File: config.mk
export PLATFORM = sky130hd
export DESIGN_NAME = sprite_rom_arbiter
export DESIGN_NICKNAME = d
export VERILOG_FILES = /design/src/rtl/sprite_arb_pkg.sv /design/src/rtl/sprite_rom_arbiter_rr_pick.sv /design/src/rtl/sprite_rom_arbiter.sv
export SDC_FILE = /design/constraint.sdc
export NUM_CORES = 1
export LEC_CHECK = 0
export ABC_CLOCK_PERIOD_IN_PS = 2970
export CAP_MARGIN = 20
export CORE_ASPECT_RATIO = 2
export CORE_MARGIN = 8
export CORE_UTILIZATION = 30
export DETAILED_ROUTE_END_ITERATION = 6
export GPL_ROUTABILITY_DRIVEN = 1
export PLACE_DENSITY_LB_ADDON = 0.25
export SLEW_MARGIN = 20
export SYNTH_ARGS = -nofsm -noshare
export SYNTH_HDL_FRONTEND = slang
export SYNTH_HIERARCHICAL = 1
export SYNTH_SLANG_ARGS = --single-unit
File: constraint.sdc
create_clock -name vga_clk -period 2.97 [get_ports vga_clk]
set_clock_uncertainty 0.2 [all_clocks]
set_input_delay 0.297 -clock vga_clk [delete_from_list [all_inputs] [get_ports vga_clk]]
set_output_delay 0.297 -clock vga_clk [all_outputs]
set_load 0.03 [all_outputs]
File: src/rtl/sprite_arb_pkg.sv
// Shared types and defaults for the sprite ROM arbiter and its round-robin picker.
// Optional fixed priority for requester 0 is enabled by defining SPRITE_ARB_PRIO_EN.
package sprite_arb_pkg;

    localparam int N_REQ_DEF   = 4;
    localparam int AW_DEF      = 12;
    localparam int DW_DEF      = 4;
    localparam int ROM_LAT_DEF = 1;
    localparam int N_REQ_MAX   = 8;
    localparam int ID_W_MAX    = $clog2(N_REQ_MAX);

    typedef logic [$clog2(N_REQ_DEF)-1:0] req_id_t;

    // The id field is sized for the largest supported requester count.
    typedef struct packed {
        logic                valid;
        logic [ID_W_MAX-1:0] id;
    } tag_t;

endpackage

File: src/rtl/sprite_rom_arbiter_rr_pick.sv
// Combinational round-robin picker: first eligible requester at or after ptr, wrapping.
// Under SPRITE_ARB_PRIO_EN the caller clears mask[0] so index 0 never wins here.
module rr_pick
    import sprite_arb_pkg::*;
#(
    parameter  int N_REQ = N_REQ_DEF,
    localparam int PW    = $clog2(N_REQ)
) (
    input  logic [N_REQ-1:0] req,
    input  logic [PW-1:0]    ptr,
    input  logic [N_REQ-1:0] mask,
    output logic             found,
    output logic [PW-1:0]    idx
);

    logic [N_REQ-1:0] eligible;
    logic [PW:0]      cand;

    generate
        for (genvar gi = 0; gi < N_REQ; gi++) begin : g_elig
            assign eligible[gi] = req[gi] & mask[gi];
        end
    endgenerate

    // Walk the search order backwards so the nearest candidate to ptr is written last.
    always_comb begin
        found = 1'b0;
        idx   = '0;
        cand  = '0;
        for (int k = N_REQ - 1; k >= 0; k--) begin
            cand = {1'b0, ptr} + (PW+1)'(k);
            if (cand >= (PW+1)'(N_REQ)) begin
                cand = cand - (PW+1)'(N_REQ);
            end
            if (eligible[cand[PW-1:0]]) begin
                found = 1'b1;
                idx   = cand[PW-1:0];
            end
        end
    end

endmodule

File: src/rtl/sprite_rom_arbiter.sv
// Shares one synchronous sprite ROM port among N_REQ renderers, returning tagged read data.
// Define SPRITE_ARB_PRIO_EN to give requester 0 absolute priority over the round-robin group.
module sprite_rom_arbiter
    import sprite_arb_pkg::*;
#(
    parameter  int N_REQ   = N_REQ_DEF,
    parameter  int AW      = AW_DEF,
    parameter  int DW      = DW_DEF,
    parameter  int ROM_LAT = ROM_LAT_DEF,
    localparam int PW      = $clog2(N_REQ)
) (
    input  logic              vga_clk,
    input  logic              reset_n,
    input  logic              frame_start,
    input  logic              en,
    input  logic [N_REQ-1:0]  req,
    input  logic [N_REQ*AW-1:0] addr,
    output logic [N_REQ-1:0]  gnt,
    output logic [AW-1:0]     rom_address,
    input  logic [DW-1:0]     rom_q,
    output logic              rd_valid,
    output logic [PW-1:0]     rd_id,
    output logic [DW-1:0]     rd_data,
    output logic              busy
);

    logic [AW-1:0]    addr_arr [N_REQ];
    logic [N_REQ-1:0] pick_mask;
    logic             pick_found;
    logic [PW-1:0]    pick_idx;

    logic             win_valid;
    logic [PW-1:0]    win_id;
    logic             ptr_adv;
    logic [PW-1:0]    ptr_next;

    logic [N_REQ-1:0] gnt_reg;
    logic [AW-1:0]    rom_address_reg;
    logic [PW-1:0]    gnt_id_reg;
    logic [PW-1:0]    ptr_reg;
    tag_t             pipe_reg [ROM_LAT];
    tag_t             tag_out;
    logic             pipe_any;

    generate
        for (genvar gi = 0; gi < N_REQ; gi++) begin : g_addr
            assign addr_arr[gi] = addr[gi*AW +: AW];
        end
    endgenerate

`ifdef SPRITE_ARB_PRIO_EN
    assign pick_mask = {{(N_REQ-1){1'b1}}, 1'b0};
`else
    assign pick_mask = '1;
`endif

    rr_pick #(
        .N_REQ (N_REQ)
    ) u_pick (
        .req   (req),
        .ptr   (ptr_reg),
        .mask  (pick_mask),
        .found (pick_found),
        .idx   (pick_idx)
    );

    always_comb begin
        win_valid = en & pick_found;
        win_id    = pick_idx;
        ptr_adv   = win_valid;
`ifdef SPRITE_ARB_PRIO_EN
        // The player tank bypasses the rotation and leaves the pointer alone.
        if (req[0]) begin
            win_valid = en;
            win_id    = '0;
            ptr_adv   = 1'b0;
        end
`endif
        if (win_id == PW'(N_REQ - 1)) begin
            ptr_next = '0;
        end else begin
            ptr_next = win_id + 1'b1;
        end
`ifdef SPRITE_ARB_PRIO_EN
        if (ptr_next == '0) begin
            ptr_next = PW'(1);
        end
`endif
    end

    always_ff @(posedge vga_clk or negedge reset_n) begin
        if (!reset_n) begin
            gnt_reg         <= '0;
            rom_address_reg <= '0;
            gnt_id_reg      <= '0;
            ptr_reg         <= '0;
            for (int i = 0; i < ROM_LAT; i++) begin
                pipe_reg[i] <= '0;
            end
        end else begin
            gnt_reg <= win_valid ? (N_REQ'(1) << win_id) : '0;
            if (win_valid) begin
                rom_address_reg <= addr_arr[win_id];
                gnt_id_reg      <= win_id;
            end
            if (frame_start) begin
                ptr_reg <= '0;
            end else if (ptr_adv) begin
                ptr_reg <= ptr_next;
            end
            // Stage 0 captures the grant cycle, aligning the tag with rom_q after ROM_LAT.
            pipe_reg[0] <= '{valid: |gnt_reg, id: ID_W_MAX'(gnt_id_reg)};
            for (int i = 1; i < ROM_LAT; i++) begin
                pipe_reg[i] <= pipe_reg[i-1];
            end
        end
    end

    always_comb begin
        pipe_any = 1'b0;
        for (int i = 0; i < ROM_LAT; i++) begin
            pipe_any = pipe_any | pipe_reg[i].valid;
        end
    end

    assign tag_out     = pipe_reg[ROM_LAT-1];
    assign gnt         = gnt_reg;
    assign rom_address = rom_address_reg;
    assign rd_valid    = tag_out.valid;
    assign rd_id       = PW'(tag_out.id);
    assign rd_data     = rom_q;
    assign busy        = (|gnt_reg) | pipe_any;

endmodule

==> impl_results.md <==
- Status: finished clean
- Starting density of the core: 0.309
- Post-route cell area: 2200 um2
- Drt drc: 0
- Syn-to-layout area delta: 63.8%
- Hold path depth: 0
- Vias per cell: 4.85
- CTS root buf: clkbuf_8
- Critical R2R Capture: rom_address[11]
- Inserted Clock Buffers: 3
- Ant. Diodes: 0
- Register area share after synthesis: 0.429
- GPL Wtd Cong: 0.763
- Largest net degree at the start of global routing: 24
- WL/cell: 17.5 um
- Hold_sp: gnt_id_reg[0]
- Layout cells sized above 1: 0.188
- Cell count after synthesis: 93
- DP HPWL: 3.36 mm
- Mapped Area: 1340 um2
- Post-Syn Area per Cell: 14.4 um2
- Die X: between 60 and 70 um
- Worst path cell trace: or4_1 -> or2_2 -> clkdlybuf4s50_1
- First-iteration detailed-routing DRC count: 23
- Placed Area: 2150 um2
- LEAKAGE: 0.911 nW
- Max reg flops: 12
- Final setup fails: 0
- EDFF count, synth: 0
- Post-layout min period: 2.54 ns
- Core Util, Final: 0.506
- Area of the multi-input gates: 719 um2
- FFs w/ async S/R, synth: 1.00
- Sw power: roughly 0.35 mW
- DR top layer: met4
- Unrepaired setup endpoints after global routing: false
- Fin Setup TNS: 0 ns
- # IOs: 84
- Vias in the first global route: 1341
- Max IR drop VDD: approximately 300 uV
- Min-Delay Endpoint: rd_id[0]
- Vert. Die Dim: ~110 um
- R2r worst-path depth: 6
- Worst slew pin tran: 0.632 ns
- Setup crit start kind: flop
- First-pass GRT wire length: 6.38 mm
- PostCTS Resize Cnt: 0
- WP data arrival: a little over 2 ns
- Number of I/O port buffers: 75
- CORE AREA: 4340 um2
- R2R Path Start: ptr_reg[1]
- Final #Nets: 241
- Fin. Hold Viols: 0
- Initial antenna violation count: 0
- Max Slew Vio Count: 0
- Metal2 WL: 2.48 mm
- Met3 WL: about 240 um
- Metal-1 WL: 1.21 mm
- TritonCTS clock tree: built
- Seq. cell area: about 580 um2
- Worst hold path type: reg2reg
- Total track usage: 0.116
- Fmax: 394 MHz
- Worst-path clk slew: around 0.080 ns
- Fin crit share: 0.854
- MaxCap Viol Count: 0
- Warnings from Yosys: 6
- Post-synth top flop: dfrtp_1
- Dominant cell type by area after synthesis: dfrtp_1
- Switching Share: 0.325
- Setup CP Type: reg2out
- FF+latch count, synth: 23
- Fillers: 418
- Clock power frac: 0.176
- Slew HR: 0.578
- Via count: 1115
- DRT antenna net count: 0
- Distinct cells, synth: 28
- CP Max Fanout: 2
- Rows: 34
- Req. time, crit path: 2.47 ns
- DR pass1 iterations: 4
- Reg power frac: 0.375
- H-tree lvl count: 1
- GR Overflow Total: 0
- Final WL: 4.03 mm
- Die area: 7000 um2
- Pint: 0.723 mW
- Pwr/cell area: between 400 and 500 nW/um2
- Critical path's largest stage delay: 0.60 ns
- Crit end category: primary output
- Logic pwr share: 0.449
- Skew-Pair Late Insertion Delay: 0.26 ns
- Clock sinks: 23
- R2R setup slack: slightly above 0.5 ns
- Synth top area share: 0.429
- Area contributors post-synth: dfrtp_1 43%, mux2_2 12%, mux4_2 12%, mux4_1 9.8%, ha_1 3.7%
- CTS max path bufs: 2
- Slowest stage cell, crit path: clkdlybuf4s50_1
-- worst max-delay path: cells and delay by family, from the launching register on --
kind	cells	cell delay (ns)
and+or+nand+nor	2	0.81
buffers and inverters	1	0.60
DFF	1	0.37
-- per-stage QoR --
step	worst slack, ns	hold WS, ns	total power [mW]	instances
after global placement	0.268	0.154	0.884	225
final	0.432	0.176	1.07	230
after floorplan	0.525	-0.199	0.677	101
after global routing	0.337	0.192	1.13	230
after CTS	0.405	0.180	1.09	229
after detailed placement	0.147	0.161	0.896	225
-- placed cells by master, fill, tap and decap left out, drive strengths merged --
master	count
nor4	1
clkbuf	4
nor3	2
inv	3
a21o	1
or4	1
and3	4
o21ai	1
a21oi	2
nand3	2
dfrtp	23
a32oi	1
or2	1
mux2	14
a32o	1
buf	4
ha	4
clkdlybuf4s50	74
mux4	12
a22oi	1
nor3b	1
dlygate4sd3	1
a21bo	2
nand4bb	1
nand2	5
conb	9
nand4	1
-- repair_timing --
action | in CTS | in global routing
buffers inserted | 0 | 0
hold buffers | 0 | 1
endpoints found under the hold margin | 0 | 23
-- power groups by stage --
stage | sequential [mW] | combinational, mW | clock (mW)
after floorplan | 0.515 | 0.162 | 0
after global placement | 0.407 | 0.477 | 0
after detailed placement | 0.409 | 0.487 | 0
after CTS | 0.402 | 0.488 | 0.202
after global routing | 0.411 | 0.510 | 0.212
final | 0.402 | 0.481 | 0.189
-- layout make-up --
class	count	share of cell area
clock buffer	4	0.0205
inverter	3	0.00513
multi-input combinational	67	0.327
sequential	23	0.262
tap	54	0.0308
timing repair buffer	79	0.354
-- synth_stat cells (2+ instances only) --
library cell / count
mux4_1: 5
ha_1: 4
buf_4: 4
nand2_1: 5
and3_1: 4
a21bo_2: 2
dfrtp_1: 23
mux2_2: 14
a21oi_1: 2
buf_2: 2
nand3_1: 2
mux4_2: 7
inv_1: 3
nor3_1: 2
-- routing by layer --
layer | vias up | global-route usage
met2 | 45 | 0.240
met3 | 6 | 0.0324
li1 | 511 | -
met1 | 553 | 0.0898
met4 | 0 | 0.0570
met5 | - | 0
-- worst max path at each step --
stage / start / endpoint
after floorplan: ptr_reg[1] / rom_address[3]
final: gnt[1] / busy
after global placement: req[0] / rom_address[0]
after detailed placement: req[0] / rom_address[11]
after global routing: req[0] / rom_address[11]
after CTS: gnt[1] / busy
-- cell families (layout without fill, tap and decap cells) --
| group | count (synthesis) | in the layout | synth area share |
|---|---|---|---|
| other | 1 | 9 | 0.00280 |
| AO/OA/AOI/OAI | 9 | 9 | 0.0550 |
| AND/OR/NAND/NOR | 19 | 19 | 0.0812 |
| multiplexers | 26 | 26 | 0.333 |
| flip-flops | 23 | 23 | 0.429 |
| buffers and inverters | 11 | 86 | 0.0616 |
| adder cells (fa/ha/maj) | 4 | 4 | 0.0373 |
No activity file was read; power rests on OpenSTA's default activity.
